===== config.mk =====
export PLATFORM = sky130hd
export DESIGN_NAME = pipelined_barrel_shifter
export DESIGN_NICKNAME = d
export VERILOG_FILES = /design/src/rtl/pipelined_barrel_shifter.sv
export SDC_FILE = /design/constraint.sdc
export NUM_CORES = 1
export LEC_CHECK = 0
export BUFFER_PORTS_ARGS = -buffer_cell sky130_fd_sc_hd__buf_2
export CAP_MARGIN = 20
export CORE_MARGIN = 2
export CORE_UTILIZATION = 51
export CTS_CLUSTER_SIZE = 24
export DETAILED_ROUTE_END_ITERATION = 10
export PLACE_DENSITY = 0.75
export SLEW_MARGIN = 20
export SYNTH_ARGS = -nofsm -noshare
export SYNTH_HDL_FRONTEND = slang
export SYNTH_SLANG_ARGS = --single-unit

===== constraint.sdc =====
create_clock -name clk -period 1.45 [get_ports clk]
set_clock_uncertainty 0.1 [all_clocks]
set_input_delay 0.0725 -clock clk [delete_from_list [all_inputs] [get_ports clk]]
set_output_delay 0.0725 -clock clk [all_outputs]
set_load 0.01 [all_outputs]

===== src/rtl/pipelined_barrel_shifter.sv =====
// Fully pipelined barrel shifter (LSL/LSR/ASR/ROL) with a valid/ready handshake.
// Stage k shifts by 2^k when bit k of the operand's shift amount is set.
module pipelined_barrel_shifter #(
    parameter  int WIDTH = 8,
    localparam int SHW   = $clog2(WIDTH)
) (
    input  logic             clk,
    input  logic             rst,
    input  logic             in_valid,
    output logic             in_ready,
    input  logic [WIDTH-1:0] in_data,
    input  logic [SHW-1:0]   in_shamt,
    input  logic [1:0]       in_mode,
    output logic             out_valid,
    input  logic             out_ready,
    output logic [WIDTH-1:0] out_data
);

    typedef enum logic [1:0] {
        MODE_LSL = 2'b00,
        MODE_LSR = 2'b01,
        MODE_ASR = 2'b10,
        MODE_ROL = 2'b11
    } mode_t;

    // One enable for the whole pipeline: advance unless the held result is refused.
    logic adv;
    assign adv      = !out_valid || out_ready;
    assign in_ready = adv;

    genvar gi;
    generate
        for (gi = 0; gi < SHW; gi++) begin : gen_stage
            localparam int STEP = 1 << gi;
            // Stage gi only sees the shift-amount bits it and later stages still need.
            localparam int SW   = SHW - gi;

            logic             valid_in;
            logic [WIDTH-1:0] data_in;
            logic [SW-1:0]    shamt_in;
            mode_t            mode_in;
            logic             sign_in;
            logic [WIDTH-1:0] data_next;
            logic             valid_reg;
            logic [WIDTH-1:0] data_reg;

            if (gi == 0) begin : gen_src
                assign valid_in = in_valid;
                assign data_in  = in_data;
                assign shamt_in = in_shamt;
                assign mode_in  = mode_t'(in_mode);
                assign sign_in  = in_data[WIDTH-1];
            end else begin : gen_src
                assign valid_in = gen_stage[gi-1].valid_reg;
                assign data_in  = gen_stage[gi-1].data_reg;
                assign shamt_in = gen_stage[gi-1].gen_carry.shamt_reg;
                assign mode_in  = gen_stage[gi-1].gen_carry.mode_reg;
                assign sign_in  = gen_stage[gi-1].gen_carry.sign_reg;
            end

            always_comb begin
                data_next = data_in;
                if (shamt_in[0]) begin
                    case (mode_in)
                        MODE_LSL: data_next = data_in << STEP;
                        MODE_LSR: data_next = data_in >> STEP;
                        MODE_ASR: data_next = (data_in >> STEP) |
                                              ({WIDTH{sign_in}} & ~({WIDTH{1'b1}} >> STEP));
                        MODE_ROL: data_next = (data_in << STEP) | (data_in >> (WIDTH - STEP));
                        default:  data_next = data_in;
                    endcase
                end
            end

            always_ff @(posedge clk) begin
                if (rst) begin
                    valid_reg <= 1'b0;
                    data_reg  <= '0;
                end else if (adv) begin
                    valid_reg <= valid_in;
                    data_reg  <= data_next;
                end
            end

            // Control fields are dead after the final stage, so only carry them forward.
            if (gi < SHW - 1) begin : gen_carry
                logic [SW-2:0] shamt_reg;
                mode_t         mode_reg;
                logic          sign_reg;

                always_ff @(posedge clk) begin
                    if (rst) begin
                        shamt_reg <= '0;
                        mode_reg  <= MODE_LSL;
                        sign_reg  <= 1'b0;
                    end else if (adv) begin
                        shamt_reg <= shamt_in[SW-1:1];
                        mode_reg  <= mode_in;
                        sign_reg  <= sign_in;
                    end
                end
            end
        end
    endgenerate

    assign out_valid = gen_stage[SHW-1].valid_reg;
    assign out_data  = gen_stage[SHW-1].data_reg;

endmodule


Yosys cells after proc, flatten, opt, wreduce, memory -nomap -nowiden
Cells that the tools add are included.

Bits in registers: 36. Output and inout bits: 10.

Equality and inequality tests: 9. Multiplexer cells: 6. Bitwise operators: 6. Reduce and logical (&&, ||, !) cells: 5.

Operator list (number): case mux 8 bit (4 select lines) (3); 2-to-1 mux 8 bit (3); == test 2 bit, second input constant (6); bitwise OR 4 x 8 -> 8 bit (1); bitwise OR 6 x 8 -> 8 bit (1); bitwise OR 7 x 8 -> 8 bit (1); bitwise OR 8 x 1 -> 8 bit (1); bitwise OR 8 x 2 -> 8 bit (1); bitwise OR 8 x 4 -> 8 bit (1); == test 2 x 1 -> 1 bit, second input constant (3); logical NOT 2 bit (3); logical NOT 1 bit (1); logical OR 1 bit (1).

Longest topological paths before layout
Depth after elaboration: 3. Gate-level depth with buffers: 5. Mapped depth without buffers: 4.

Least setup slack after synthesis
No wires, ideal clock.

Kind: register to register. From: register gen_stage[0].gen_carry.mode_reg[1]. To: register gen_stage[1].data_reg[1]. Library setup time: 0.127 ns. Data arrival time: 1.172 ns. Required time: 1.223 ns. Slack: 0.052 ns. Stages on the path, launching flop included: 5. Clock period less this slack: 1.398 ns. Cells stage by stage: dfxtp_1 buf_6 mux2_2 a221oi_1 o32ai_1.

Cells in the longest elaborated chain, start to end: 3. Elaborated cells on any way between the ends: 6.

Ends and longest elaborated chain: start: declaration (line 88) `mode_t mode_reg;`; start signal: assignment (line 98) `mode_reg <= mode_in;`; == test 2 bit, or another cell as far along (line 64) `case (mode_in)`; case mux 8 bit (4 select lines) (*) (line 64); 2-to-1 mux 8 bit (*) (line 63) `if (shamt_in[0]) begin`; end signal: assignment (line 81) `data_reg <= data_next;`; end: declaration (line 45) `logic [WIDTH-1:0] data_reg;`.

Mark *: on every way between the ends. The rest lies on a longest branch, timed or not. A chain may end at the register's enable or synchronous reset.

Worst setup path after layout
From: register gen_stage[0].gen_carry.mode_reg[1]. To: register gen_stage[1].data_reg[4].

The elaborated chain is that of the path after synthesis.

==> results.md <==
* Place WS at 0.0764 ns
* Ys async rst share at 0%
* Fin. max-slew vios at 0
* Slowest stage delay, CP at around 0.34 ns
* IO Count at 27
* Clk slew on worst S/H paths at roughly 0.070 ns
* Synth cell types at 28
* Diodes inserted at 0
* Post-CTS setup buffers at 0
* TritonCTS clock tree: built
* Area grow syn2layout at 18.4%
* Fmax at 717 MHz
* Vias in the first global route at 1644
* Final net count at around 280
* Initial Util at 53.1%
* Cts bufs inserted at 5
* Outcome: completed
* Die area at 4320 sq um
* Die Height at 65.7 um
* Routed WL at 4220 um
* Gr ovfl total at 0
* Filler cells at between 300 and 400
* H-tree depth at 2
* Worst setup SP type: register
* Total track usage at 22.0%
* DR iter-0 viols at 101
* Crit path max-delay family: flip-flops
* Post-Syn Area at about 1900 sq um
* Syn avg cell area at 8.30 sq um
* Routed Antenna Nets at 0
* DR pass1 iterations at 4
* DPL Wire Length at about 3000 um
* Die Wd at approximately 66 um
* Max Fanout on Critical Path at 6
* Row cnt at 22
* Period minus WS final at approximately 1.4 ns
* Clock Sinks at 36
* IO buf count at 26
* Sequential share of the synthesized area at roughly 37%
* Worst-Skew Late Latency at about 0.28 ns
* Most frequent cells in the layout: dfxtp_1 (35), nand2_1 (31), buf_2 (26), nor2_1 (17), mux2i_1 (17)
* RSZ-0062 raised after global routing: no
* Pleak at 0.936 nW
* Clock root cell: clkbuf_8
* Pwr dens at 979 nW/um^2
* Setup ws final at between 0.05 and 0.06 ns
* Post-Place Cell Area at roughly 2200 sq um
* Slowest-stage cell, CP: dfxtp_1
* Syn Inst Count at between 200 and 250
* Worst VDD drop at 0.596 mV
* Setup Viol. Count Final at 0
* WP data arrival at 1.47 ns
* Largest net degree at the start of global routing at 30
* Share of cells above drive strength 1 at approximately a fifth
* Hold Vio Cnt, Final at 0
* Synthesized flop and latch total at 36
* Worst Path Buf+Inv at 1
* Hold depth at 3
* First-pass GRT wire length at 7390 um
* Post-synth EDFFs at 0
* Tcrit/Tclk final at 96.2%
* Worst-path cell chain: buf_4 > xnor2_2 > mux2i_1 > a32o_1
* Syn_nets at 251
* Critical Path End Type: register
* Vias per inst at 5.74
* WP data required at 1.53 ns
* Final Cell Area at 2300 sq um
* Max FFs per register at 16
* Worst r2r path cells at 4
* Drt wl/cell at 13.6 um
* Gpl congestion at 0.853
* Cell total after placement at 298
* Max-cap viol count at 0
* Commonest non-fill, non-tap cell in the layout: dfxtp_1
* Critical Path Stages at 4
* Core Area at 3660 sq um
* CP Class: register to register
* Routed vias at 1779
* Yosys Warn Count at 0
* Most common flop cell mapped by yosys: dfxtp_1
* Hold/Removal Path Class: primary input to register
* Initial antenna violation count at 0
* Clk buf depth at 2
* Post-Layout Cell Count at 310
* Drc violations at 0
* Worst-Margin Slew at 0.376 ns
* Max_slew headroom at about 75%
* Final setup TNS at 0 ns
[per-stage QoR]
| step | total power [mW] | utilization, % | hold WS, ns |
|---|---|---|---|
| 2_1_floorplan | 1.41 | - | 0.113 |
| 3_5_place_dp | 1.55 | 59.3 | 0.227 |
| 6_report | 2.25 | 62.9 | 0.0140 |
| 4_1_cts | 2.28 | 62.8 | 0.00894 |
| 3_3_place_gp | 1.54 | 59.3 | 0.222 |
| 5_1_grt | 2.38 | 62.9 | 0.0345 |
[power by group]
group | leakage (nW) | switching, mW | internal [mW]
logic | 0.592 | 0.196 | 0.204
registers | 0.298 | 0.0714 | 1.06
clock network | 0.0455 | 0.332 | 0.387
[cell families (layout without fill, tap and decap cells)]
kind of cell	Yosys count	after routing	share of synthesized area [%]
AO/OA/AOI/OAI	53	53	20.4
XOR/XNOR	2	2	2.25
buffers and inverters	26	54	6.25
flip-flops	36	36	37.1
multiplexers	19	19	9.92
AND/OR/NAND/NOR	98	98	24.1
[final cells by class]
cell class              count  area (sq um)  share of cell area, %
flip-flops and latches     36           722                   31.4
repair buffers             42           310                   13.5
well taps                  48          60.1                   2.61
inverters                   4          15.0                  0.653
clock buffers               8          90.1                   3.92
multi-input cells         172          1100                   48.0
[path summary, 6_finish.rpt]
kind | slack (ns) | from | to
min | 0.01 | in_mode[0] | gen_stage[0].gen_carry.mode_reg[0]
max reg2reg | 0.06 | gen_stage[0].gen_carry.mode_reg[1] | gen_stage[1].data_reg[4]
max | 0.06 | gen_stage[0].gen_carry.mode_reg[1] | gen_stage[1].data_reg[4]
min reg2reg | 0.35 | gen_stage[0].gen_carry.shamt_reg[1] | gen_stage[0].gen_carry.shamt_reg[1]
[cell usage after synthesis (all sizes together), types with 2 or more instances]
cell type	instances	share of area, %
a21oi	12	3.1
a221oi	2	0.90
a311oi	4	1.8
a32o	11	5.7
buf	13	3.7
clkbuf	9	1.7
dfxtp	36	37
inv	4	0.77
mux2	2	1.2
mux2i	17	8.8
nand2	31	6.0
nand2b	9	2.9
nand3	7	1.8
nand3b	2	0.77
nor2	17	3.3
nor2b	15	4.8
nor3	15	3.9
o211ai	7	2.7
o21ai	8	2.1
o32ai	8	3.6
xnor2	2	2.3
[repair_timing]
action | CTS | global route
resized for setup | 0 | 1
hold buffers | 4 | 0
endpoints found under the setup margin | 0 | 1
endpoints found under the hold margin | 4 | 0
[tightest hold or removal path: cells and delay by family]
family	cells	cell delay [ns]
buffers and inverters	1	0.15
and+or+nand+nor	1	0.07
AOI/OAI and AO/OA	1	0.05
[metal layers]
metal	vias to the layer above	track usage [%]	routed length, um
li1	892	-	-
met4	0	7.03	15
met1	833	26.7	1890
met5	-	0	0
met3	2	5.99	242
met2	52	37.2	2080
No activity file was read; power rests on OpenSTA's default activity.
